**config.mk**
```make
export PLATFORM = sky130hd
export DESIGN_NAME = sram_axi_bridge_flat
export DESIGN_NICKNAME = d
export VERILOG_FILES = /design/src/rtl/sram_axi_bridge_pkg.sv /design/src/rtl/sram_axi_bridge_if.sv /design/src/rtl/sram_axi_bridge.sv /design/src/flat_wrapper.sv
export SDC_FILE = /design/constraint.sdc
export NUM_CORES = 1
export LEC_CHECK = 0
export BUFFER_PORTS_ARGS = -buffer_cell sky130_fd_sc_hd__buf_2
export CORE_MARGIN = 4
export CORE_UTILIZATION = 48
export CTS_BUF_LIST = sky130_fd_sc_hd__clkbuf_8
export DETAILED_ROUTE_END_ITERATION = 10
export PLACE_DENSITY = 0.82
export SLEW_MARGIN = 10
export SYNTH_ARGS = -nofsm -noshare
export SYNTH_HDL_FRONTEND = slang
export SYNTH_SLANG_ARGS = --single-unit
```
**constraint.sdc**
```tcl
create_clock -name clk -period 7 [get_ports clk]
set_input_delay 1.4 -clock clk [delete_from_list [all_inputs] [get_ports clk]]
set_output_delay 1.4 -clock clk [all_outputs]
set_load 0.01 [all_outputs]
```
**src/rtl/sram_axi_bridge_pkg.sv**
```systemverilog
// Shared encodings for the SRAM-to-AXI bridge: read/write FSM states and
// the fixed AXI transfer size used for instruction fetches.
package sram_axi_bridge_pkg;

    typedef enum logic [1:0] {
        R_IDLE = 2'd0,
        R_AR   = 2'd1,
        R_R    = 2'd2,
        R_DONE = 2'd3
    } rstate_t;

    typedef enum logic [1:0] {
        W_IDLE = 2'd0,
        W_REQ  = 2'd1,
        W_B    = 2'd2,
        W_DONE = 2'd3
    } wstate_t;

    localparam logic [2:0] SIZE_WORD = 3'b010;

endpackage

```
**src/rtl/sram_axi_bridge_if.sv**
```systemverilog
// Core-side SRAM ports plus the single-beat AXI master channel of the bridge.
// "master" is the bridge's view; "slave" is the surrounding core + AXI slave.
interface sram_axi_bridge_if;
    logic        inst_req;
    logic [31:0] inst_addr;
    logic        inst_addr_ok;
    logic        inst_data_ok;
    logic [31:0] inst_rdata;

    logic        data_req;
    logic        data_wr;
    logic [1:0]  data_size;
    logic [3:0]  data_wstrb;
    logic [31:0] data_addr;
    logic [31:0] data_wdata;
    logic        data_addr_ok;
    logic        data_data_ok;
    logic [31:0] data_rdata;

    logic [3:0]  arid;
    logic [31:0] araddr;
    logic [2:0]  arsize;
    logic        arvalid;
    logic        arready;
    logic [31:0] rdata;
    logic        rvalid;
    logic        rready;

    logic [31:0] awaddr;
    logic [2:0]  awsize;
    logic        awvalid;
    logic        awready;
    logic [31:0] wdata;
    logic [3:0]  wstrb;
    logic        wvalid;
    logic        wready;
    logic        bvalid;
    logic        bready;

    modport master (
        input  inst_req, inst_addr,
        output inst_addr_ok, inst_data_ok, inst_rdata,
        input  data_req, data_wr, data_size, data_wstrb, data_addr, data_wdata,
        output data_addr_ok, data_data_ok, data_rdata,
        output arid, araddr, arsize, arvalid, rready,
        input  arready, rdata, rvalid,
        output awaddr, awsize, awvalid, wdata, wstrb, wvalid, bready,
        input  awready, wready, bvalid
    );

    modport slave (
        output inst_req, inst_addr,
        input  inst_addr_ok, inst_data_ok, inst_rdata,
        output data_req, data_wr, data_size, data_wstrb, data_addr, data_wdata,
        input  data_addr_ok, data_data_ok, data_rdata,
        input  arid, araddr, arsize, arvalid, rready,
        output arready, rdata, rvalid,
        input  awaddr, awsize, awvalid, wdata, wstrb, wvalid, bready,
        output awready, wready, bvalid
    );
endinterface

```
**src/rtl/sram_axi_bridge.sv**
```systemverilog
// Converts the core's instruction and data SRAM ports into one AXI master.
// Strictly one transaction in flight; the data port wins arbitration.
module sram_axi_bridge
    import sram_axi_bridge_pkg::*;
#(
    parameter logic [3:0] INST_ID = 4'd0,
    parameter logic [3:0] DATA_ID = 4'd1
) (
    input  logic              clk,
    input  logic              reset,
    sram_axi_bridge_if.master bus
);

    rstate_t rstate, rstate_nxt;
    wstate_t wstate, wstate_nxt;

    logic        idle, data_acc, inst_acc, rd_acc, wr_acc;
    logic        owner_data;
    logic        aw_done, w_done, aw_hs, w_hs;
    logic [3:0]  arid_q;
    logic [31:0] araddr_q, awaddr_q, wdata_q, inst_rdata_q, data_rdata_q;
    logic [2:0]  arsize_q, awsize_q;
    logic [3:0]  wstrb_q;

    // Serialisation: nothing new is accepted until both FSMs are back in IDLE,
    // which is what keeps loads after stores coherent.
    assign idle     = (rstate == R_IDLE) && (wstate == W_IDLE);
    assign data_acc = idle && bus.data_req;
    assign inst_acc = idle && bus.inst_req && !bus.data_req;
    assign rd_acc   = inst_acc || (data_acc && !bus.data_wr);
    assign wr_acc   = data_acc && bus.data_wr;

    assign bus.data_addr_ok = data_acc;
    assign bus.inst_addr_ok = inst_acc;

    assign bus.arvalid = (rstate == R_AR);
    assign bus.rready  = (rstate == R_R);
    assign bus.arid    = arid_q;
    assign bus.araddr  = araddr_q;
    assign bus.arsize  = arsize_q;

    assign bus.awvalid = (wstate == W_REQ) && !aw_done;
    assign bus.wvalid  = (wstate == W_REQ) && !w_done;
    assign bus.bready  = (wstate == W_B);
    assign bus.awaddr  = awaddr_q;
    assign bus.awsize  = awsize_q;
    assign bus.wdata   = wdata_q;
    assign bus.wstrb   = wstrb_q;

    assign aw_hs = bus.awvalid && bus.awready;
    assign w_hs  = bus.wvalid && bus.wready;

    assign bus.inst_data_ok = (rstate == R_DONE) && !owner_data;
    assign bus.data_data_ok = ((rstate == R_DONE) && owner_data) || (wstate == W_DONE);
    assign bus.inst_rdata   = inst_rdata_q;
    assign bus.data_rdata   = data_rdata_q;

    always_ff @(posedge clk or posedge reset) begin
        if (reset) begin
            rstate <= R_IDLE;
            wstate <= W_IDLE;
        end else begin
            rstate <= rstate_nxt;
            wstate <= wstate_nxt;
        end
    end

    always_comb begin
        rstate_nxt = rstate;
        unique case (rstate)
            R_IDLE: if (rd_acc)      rstate_nxt = R_AR;
            R_AR:   if (bus.arready) rstate_nxt = R_R;
            R_R:    if (bus.rvalid)  rstate_nxt = R_DONE;
            R_DONE:                  rstate_nxt = R_IDLE;
            default:                 rstate_nxt = R_IDLE;
        endcase
    end

    // A handshake in the current cycle counts as done, so W_B is entered on
    // the edge that completes the later of the two channels.
    always_comb begin
        wstate_nxt = wstate;
        unique case (wstate)
            W_IDLE: if (wr_acc) wstate_nxt = W_REQ;
            W_REQ:  if ((aw_done || aw_hs) && (w_done || w_hs)) wstate_nxt = W_B;
            W_B:    if (bus.bvalid) wstate_nxt = W_DONE;
            W_DONE:                 wstate_nxt = W_IDLE;
            default:                wstate_nxt = W_IDLE;
        endcase
    end

    always_ff @(posedge clk or posedge reset) begin
        if (reset) begin
            aw_done <= 1'b0;
            w_done  <= 1'b0;
        end else if (wstate == W_DONE) begin
            aw_done <= 1'b0;
            w_done  <= 1'b0;
        end else begin
            if (aw_hs) aw_done <= 1'b1;
            if (w_hs)  w_done  <= 1'b1;
        end
    end

    always_ff @(posedge clk or posedge reset) begin
        if (reset) begin
            owner_data   <= 1'b0;
            arid_q       <= 4'd0;
            araddr_q     <= 32'd0;
            arsize_q     <= 3'd0;
            inst_rdata_q <= 32'd0;
            data_rdata_q <= 32'd0;
        end else begin
            if (rd_acc) begin
                owner_data <= data_acc;
                arid_q     <= data_acc ? DATA_ID : INST_ID;
                araddr_q   <= data_acc ? bus.data_addr : bus.inst_addr;
                arsize_q   <= data_acc ? {1'b0, bus.data_size} : SIZE_WORD;
            end
            if ((rstate == R_R) && bus.rvalid) begin
                if (owner_data) data_rdata_q <= bus.rdata;
                else            inst_rdata_q <= bus.rdata;
            end
        end
    end

    always_ff @(posedge clk or posedge reset) begin
        if (reset) begin
            awaddr_q <= 32'd0;
            awsize_q <= 3'd0;
            wdata_q  <= 32'd0;
            wstrb_q  <= 4'd0;
        end else if (wr_acc) begin
            awaddr_q <= bus.data_addr;
            awsize_q <= {1'b0, bus.data_size};
            wdata_q  <= bus.data_wdata;
            wstrb_q  <= bus.data_wstrb;
        end
    end

endmodule

```
**src/flat_wrapper.sv**
```systemverilog
// flat-port wrapper written by rule: the top's interface ports become plain ports
module sram_axi_bridge_flat import sram_axi_bridge_pkg::*;
#(
    parameter logic [3:0] INST_ID = 4'd0,
    parameter logic [3:0] DATA_ID = 4'd1
)
  (clk, reset, bus_inst_req, bus_inst_addr, bus_inst_addr_ok, bus_inst_data_ok, bus_inst_rdata, bus_data_req, bus_data_wr, bus_data_size, bus_data_wstrb, bus_data_addr, bus_data_wdata, bus_data_addr_ok, bus_data_data_ok, bus_data_rdata, bus_arid, bus_araddr, bus_arsize, bus_arvalid, bus_rready, bus_arready, bus_rdata, bus_rvalid, bus_awaddr, bus_awsize, bus_awvalid, bus_wdata, bus_wstrb, bus_wvalid, bus_bready, bus_awready, bus_wready, bus_bvalid);
  sram_axi_bridge_if bus_i ();
  input  logic clk;
  input  logic reset;
  input wire logic [$bits(bus_i.inst_req)-1:0] bus_inst_req;
  input wire logic [$bits(bus_i.inst_addr)-1:0] bus_inst_addr;
  output wire logic [$bits(bus_i.inst_addr_ok)-1:0] bus_inst_addr_ok;
  output wire logic [$bits(bus_i.inst_data_ok)-1:0] bus_inst_data_ok;
  output wire logic [$bits(bus_i.inst_rdata)-1:0] bus_inst_rdata;
  input wire logic [$bits(bus_i.data_req)-1:0] bus_data_req;
  input wire logic [$bits(bus_i.data_wr)-1:0] bus_data_wr;
  input wire logic [$bits(bus_i.data_size)-1:0] bus_data_size;
  input wire logic [$bits(bus_i.data_wstrb)-1:0] bus_data_wstrb;
  input wire logic [$bits(bus_i.data_addr)-1:0] bus_data_addr;
  input wire logic [$bits(bus_i.data_wdata)-1:0] bus_data_wdata;
  output wire logic [$bits(bus_i.data_addr_ok)-1:0] bus_data_addr_ok;
  output wire logic [$bits(bus_i.data_data_ok)-1:0] bus_data_data_ok;
  output wire logic [$bits(bus_i.data_rdata)-1:0] bus_data_rdata;
  output wire logic [$bits(bus_i.arid)-1:0] bus_arid;
  output wire logic [$bits(bus_i.araddr)-1:0] bus_araddr;
  output wire logic [$bits(bus_i.arsize)-1:0] bus_arsize;
  output wire logic [$bits(bus_i.arvalid)-1:0] bus_arvalid;
  output wire logic [$bits(bus_i.rready)-1:0] bus_rready;
  input wire logic [$bits(bus_i.arready)-1:0] bus_arready;
  input wire logic [$bits(bus_i.rdata)-1:0] bus_rdata;
  input wire logic [$bits(bus_i.rvalid)-1:0] bus_rvalid;
  output wire logic [$bits(bus_i.awaddr)-1:0] bus_awaddr;
  output wire logic [$bits(bus_i.awsize)-1:0] bus_awsize;
  output wire logic [$bits(bus_i.awvalid)-1:0] bus_awvalid;
  output wire logic [$bits(bus_i.wdata)-1:0] bus_wdata;
  output wire logic [$bits(bus_i.wstrb)-1:0] bus_wstrb;
  output wire logic [$bits(bus_i.wvalid)-1:0] bus_wvalid;
  output wire logic [$bits(bus_i.bready)-1:0] bus_bready;
  input wire logic [$bits(bus_i.awready)-1:0] bus_awready;
  input wire logic [$bits(bus_i.wready)-1:0] bus_wready;
  input wire logic [$bits(bus_i.bvalid)-1:0] bus_bvalid;
  assign bus_i.inst_req = bus_inst_req;
  assign bus_i.inst_addr = bus_inst_addr;
  assign bus_inst_addr_ok = bus_i.inst_addr_ok;
  assign bus_inst_data_ok = bus_i.inst_data_ok;
  assign bus_inst_rdata = bus_i.inst_rdata;
  assign bus_i.data_req = bus_data_req;
  assign bus_i.data_wr = bus_data_wr;
  assign bus_i.data_size = bus_data_size;
  assign bus_i.data_wstrb = bus_data_wstrb;
  assign bus_i.data_addr = bus_data_addr;
  assign bus_i.data_wdata = bus_data_wdata;
  assign bus_data_addr_ok = bus_i.data_addr_ok;
  assign bus_data_data_ok = bus_i.data_data_ok;
  assign bus_data_rdata = bus_i.data_rdata;
  assign bus_arid = bus_i.arid;
  assign bus_araddr = bus_i.araddr;
  assign bus_arsize = bus_i.arsize;
  assign bus_arvalid = bus_i.arvalid;
  assign bus_rready = bus_i.rready;
  assign bus_i.arready = bus_arready;
  assign bus_i.rdata = bus_rdata;
  assign bus_i.rvalid = bus_rvalid;
  assign bus_awaddr = bus_i.awaddr;
  assign bus_awsize = bus_i.awsize;
  assign bus_awvalid = bus_i.awvalid;
  assign bus_wdata = bus_i.wdata;
  assign bus_wstrb = bus_i.wstrb;
  assign bus_wvalid = bus_i.wvalid;
  assign bus_bready = bus_i.bready;
  assign bus_i.awready = bus_awready;
  assign bus_i.wready = bus_wready;
  assign bus_i.bvalid = bus_bvalid;
  sram_axi_bridge #(.INST_ID(INST_ID), .DATA_ID(DATA_ID)) u_core (.clk(clk), .reset(reset), .bus(bus_i));
endmodule
```
# Yosys cells after proc, flatten, opt, wreduce, memory -nomap -nowiden
# Index checks and enable logic that the tools add are counted.
dict set report classes {
  n_eq_ne 12
  muxes 15
  bitwise 1
  reduce_logical 31
}
# cell count
set op_table {}
lappend op_table {{two-way mux 32 bit} 1}
lappend op_table {{case mux 2 bit (4 select lines)} 2}
lappend op_table {{logical AND 1 bit} 14}
lappend op_table {{two-way mux 2 bit} 7}
lappend op_table {{inequality test 2 x 1 -> 1 bit (second input constant)} 5}
lappend op_table {{== test 2 bit (second input constant)} 4}
lappend op_table {{AND reduction 3 bit} 2}
lappend op_table {{zero test 1 bit} 5}
lappend op_table {{two-way mux 1 bit} 5}
lappend op_table {{== test 2 x 1 -> 1 bit (second input constant)} 2}
lappend op_table {{zero test 2 bit} 2}
lappend op_table {{logical OR 1 bit} 4}
lappend op_table {{AND reduction 2 bit} 2}
lappend op_table {{nonzero test 2 bit} 2}
lappend op_table {{inequality test 2 bit (second input constant)} 1}
lappend op_table {{inverter 1 bit} 1}
dict set report totals {
  regBits 180
  output_inout_bits 183
  word_cells 73
}

# Logic depth before layout (Yosys ltp)
dict set report depth {
  ltp_word 7
  ltp_mapped 8
}

# Worst setup path after synthesis
# OpenSTA, ideal clock, no wires.
dict set report synth_path {
  kind {input-to-output}
  from {input port bus_data_req}
  to {output port bus_data_addr_ok}
  arrival_time_ns 1.946
  t_required_ns 5.600
  path_slack_ns 3.654
  path_stages 4
  n_path_buf 2
  cell_sequence {nand3_1 > buf_2 > buf_4 > inv_1}
}
dict set report synth_via {
  elab_chain_len 1
}
# item line
set synth_rtl {}
lappend synth_rtl {{start, declared} flat_wrapper.sv:16} ;# input wire logic [$bits(bus_i.data_req)-1:0] bus_data_req;
lappend synth_rtl {{logical AND 1 bit} sram_axi_bridge.sv:28} ;# assign data_acc = idle && bus.data_req;
lappend synth_rtl {{end, declared} flat_wrapper.sv:22} ;# output wire logic [$bits(bus_i.data_addr_ok)-1:0] bus_data_addr_ok;
# Every way passes these cells.

# Worst setup path after layout
dict set report layout_path {
  from {input port bus_data_req}
  to {output port bus_inst_addr_ok}
}
dict set report layout_via {
  elab_chain_len 2
}
# item line
set layout_rtl {}
lappend layout_rtl {{zero test 1 bit} sram_axi_bridge.sv:29} ;# assign inst_acc = idle && bus.inst_req && !bus.data_req;
lappend layout_rtl {{logical AND 1 bit} sram_axi_bridge.sv:29}
lappend layout_rtl {{end, declared} flat_wrapper.sv:13} ;# output wire logic [$bits(bus_i.inst_addr_ok)-1:0] bus_inst_addr_ok;
# Every way passes these cells.

==> impl_metrics.yaml <==
final_layout:
  area_delta_synth_final_pct: 29.99
  nNetsFinal: 967
  fill_cells: 1151
  fin_cells: 1009
  final_cell_mix: "321 x buf_2, 175 x dfrtp_1, 129 x mux2_2, 37 x nor2_1, 34 x a21oi_1"
  design_area_sq_um: 9171
  diodes: 0
  layout_commonest_cell: "buf_2"
  drive_above_1_share: 0.5915
sta:
  whs_ns: 0.4912
  max_slew.worst_pin.slew_ns: 0.9384
  timing.slew.headroom: 0.3744
  drv_slew: 0
  period_share: 0.4904
  max_freq_mhz: 291.3
  fin_crit_ns: 3.433
  setup_tns_ns: 0
  fin_skew_ns: 0.009331
  hold_viol: 0
  rsz0062_at_grt: "no"
  setup_violations: 0
global_route:
  grt.total_usage: 0.2048
  antenna_found_initial: 1
  grt_pass1_wl_microns: 26680
  grt_pass1_vias: 5192
  grt_max_degree: 109
  grt_overflow_total: 0
floorplan:
  die_w_microns: 129.2
  rows: 44
  die_area_sq_um: 16700
  coreArea_sq_um: 14480
  start_util: 0.4873
  ios: 327
  die_h_microns: 129.2
drt:
  wirelength_microns: 17420
  antenna_left: 0
  viasPerCell: 4.995
  wl_per_cell_microns: 17.27
  vias: 5040
  dr.pass1.iters: 4
  route.detailed.drc: 0
  drtIter0Drc: 156
power_and_ir_drop:
  p_leak_uw: 0.004988
  switching_power_uw: 1422
  ir_drop_mv: 0.2653
  p_sw_frac: 0.3510
  p_comb_frac: 0.402
  pwr-share-seq: 0.433
  p_int_uw: 2629
  clkPwrFrac: 0.165
  p_per_area_nw_per_um2: 441.8
  power_uw: 4052
worst_setup_path:
  worstPathArrival_ns: 2.03
  crit_chain: "buf_2 > nand2b_1 > nor2_1 > buf_2"
  crit_buf_inv: 2
  end_kind: "output port"
  critPathRequiredTime_ns: 5.60
  worst_path_most_repeated_cell: "buf_2"
  crit_fanout: 5
  worst-setup-path-type: "input port to output port"
  cpPeakStageDelay_ns: 0.21
  cpLargestDelayFamily: "simple AND/OR/NAND/NOR gates"
  crit_slowest_cell: "nand2b_1"
  cp-start-kind: "input port"
worst_hold_path:
  hp-class: "register to register"
synthesis:
  ys_seq_area_frac: 0.6207
  netlist_area_sq_um: 7056
  yosysWarnings: 0
  syn_area_per_cell_sq_um: 14.31
  syn_inst: 493
  netlist-cell-type-count: 23
  synth-seq-cells: 175
placed_design:
  placedInstanceArea_sq_um: 8793
  dp.cells: 978
  gp_congestion: 0.7775
  hpwlAfterDp_microns: 13010
  io_buffers: 321
clock_tree:
  cts_hold_buffers: 0
  cts_buffers: 17
  cts_tree: "done"
  clk_pin_slew_worst_paths_ns: 0.08
  cts_setup_buffers: 0
  cts_resized: 0
  cts.sinks: 175
  htree_levels: 4
  clock_path_buffers: 2
  root_buffer: "clkbuf_8"
  clkLatencyLatePin_ns: 0.44
status:
  status: "finished clean"
run:
  drv_cap: 0
power groups by stage:
stage	combinational, uW	sequential (uW)	clock, uW
floorplan	696	1990	0
global placement	1620	1750	0
detailed placement	1660	1770	0
CTS	1660	1760	688
global route	1780	1810	726
finish	1630	1760	667
per-layer routing:
metal,track usage,vias to the layer above,part of all wire
met5,0,-,0.00075
met4,0.06485,2,0.015
met1,0.2319,2456,0.38
met3,0.08656,18,0.11
met2,0.3524,211,0.50
li1,-,2353,-
cell families after synthesis:
| family | Yosys count | share of synthesized area |
|---|---|---|
| AND/OR/NAND/NOR | 55 | 0.03334 |
| other | 1 | 0.0005315 |
| buffers and inverters | 40 | 0.03086 |
| multiplexers | 169 | 0.2639 |
| AO/OA/AOI/OAI | 43 | 0.03299 |
| adder cells (fa/ha/maj) | 10 | 0.01773 |
| flip-flops | 175 | 0.6207 |
synth_stat cells (all sizes together):
master  instances  area, sq um
a21o            1        7.510
a32oi           1        8.760
nor2           37        138.9
a21oi          35        175.2
o32a            1        10.01
mux2          136         1531
ha             10        125.1
inv            10        37.54
nand3b          1        7.510
a222oi          1        10.01
nand2b          3        18.77
nor2b           3        18.77
buf            30        180.2
conb            1        3.750
dfrtp         175         4379
nand3           6        30.03
nand2           4        15.01
mux2i          33        330.3
o22ai           1        6.260
nand4           1        6.260
o21ai           3        15.01
per-stage QoR:
step,setup WS [ns],utilization
3_3_place_gp,3.584,0.6073
6_report,3.567,0.6334
4_1_cts,3.561,0.6334
2_1_floorplan,0.8548,-
3_5_place_dp,3.561,0.6073
5_1_grt,3.516,0.6334
worst paths after layout:
kind | startpoint | endpoint | slack, ns | depth (start not counted)
hold / removal | u_core.bus.wdata[22] | u_core.bus.wdata[22] | 0.49 | 1
setup / recovery | bus_data_req | bus_inst_addr_ok | 3.57 | 4
hold reg to reg | u_core.bus.wdata[22] | u_core.bus.wdata[22] | 0.49 | 1
max in group asynchronous | reset | u_core.bus.awaddr[16] | 4.40 | 3
min in group asynchronous | reset | u_core.bus.data_rdata[10] | 1.17 | 2
setup reg to reg | u_core.rstate[1] | u_core.bus.awaddr[16] | 4.80 | 5
registers in the layout, summed over array words and instances, names as in the netlist, 4 cells and up:
register / count
u_core.bus.inst_rdata: 32
u_core.bus.awaddr: 32
u_core.bus.wstrb: 4
u_core.bus.araddr: 32
u_core.bus.wdata: 32
u_core.bus.data_rdata: 32
worst register-to-register path, delay by kind of cell, from the launching register on:
kind | cells | cell delay (ns)
buffers and inverters | 2 | 0.78
multiplexers | 1 | 0.50
AND/OR/NAND/NOR | 1 | 0.12
flip-flops | 1 | 0.41
adder cells (fa/ha/maj) | 1 | 0.27
layout make-up:
| type | instances | area, sq um | share of cell area |
|---|---|---|---|
| Multi-Input combinational cell | 282 | 2490 | 0.2715 |
| Sequential cell | 175 | 4379 | 0.4775 |
| Tap cell | 184 | 230.2 | 0.02510 |
| Inverter | 10 | 42.54 | 0.004638 |
| Timing Repair Buffer | 327 | 1652 | 0.1801 |
| Clock inverter | 10 | 88.84 | 0.009686 |
| Clock buffer | 21 | 289.0 | 0.03151 |
(Power assumes the default switching activity.)
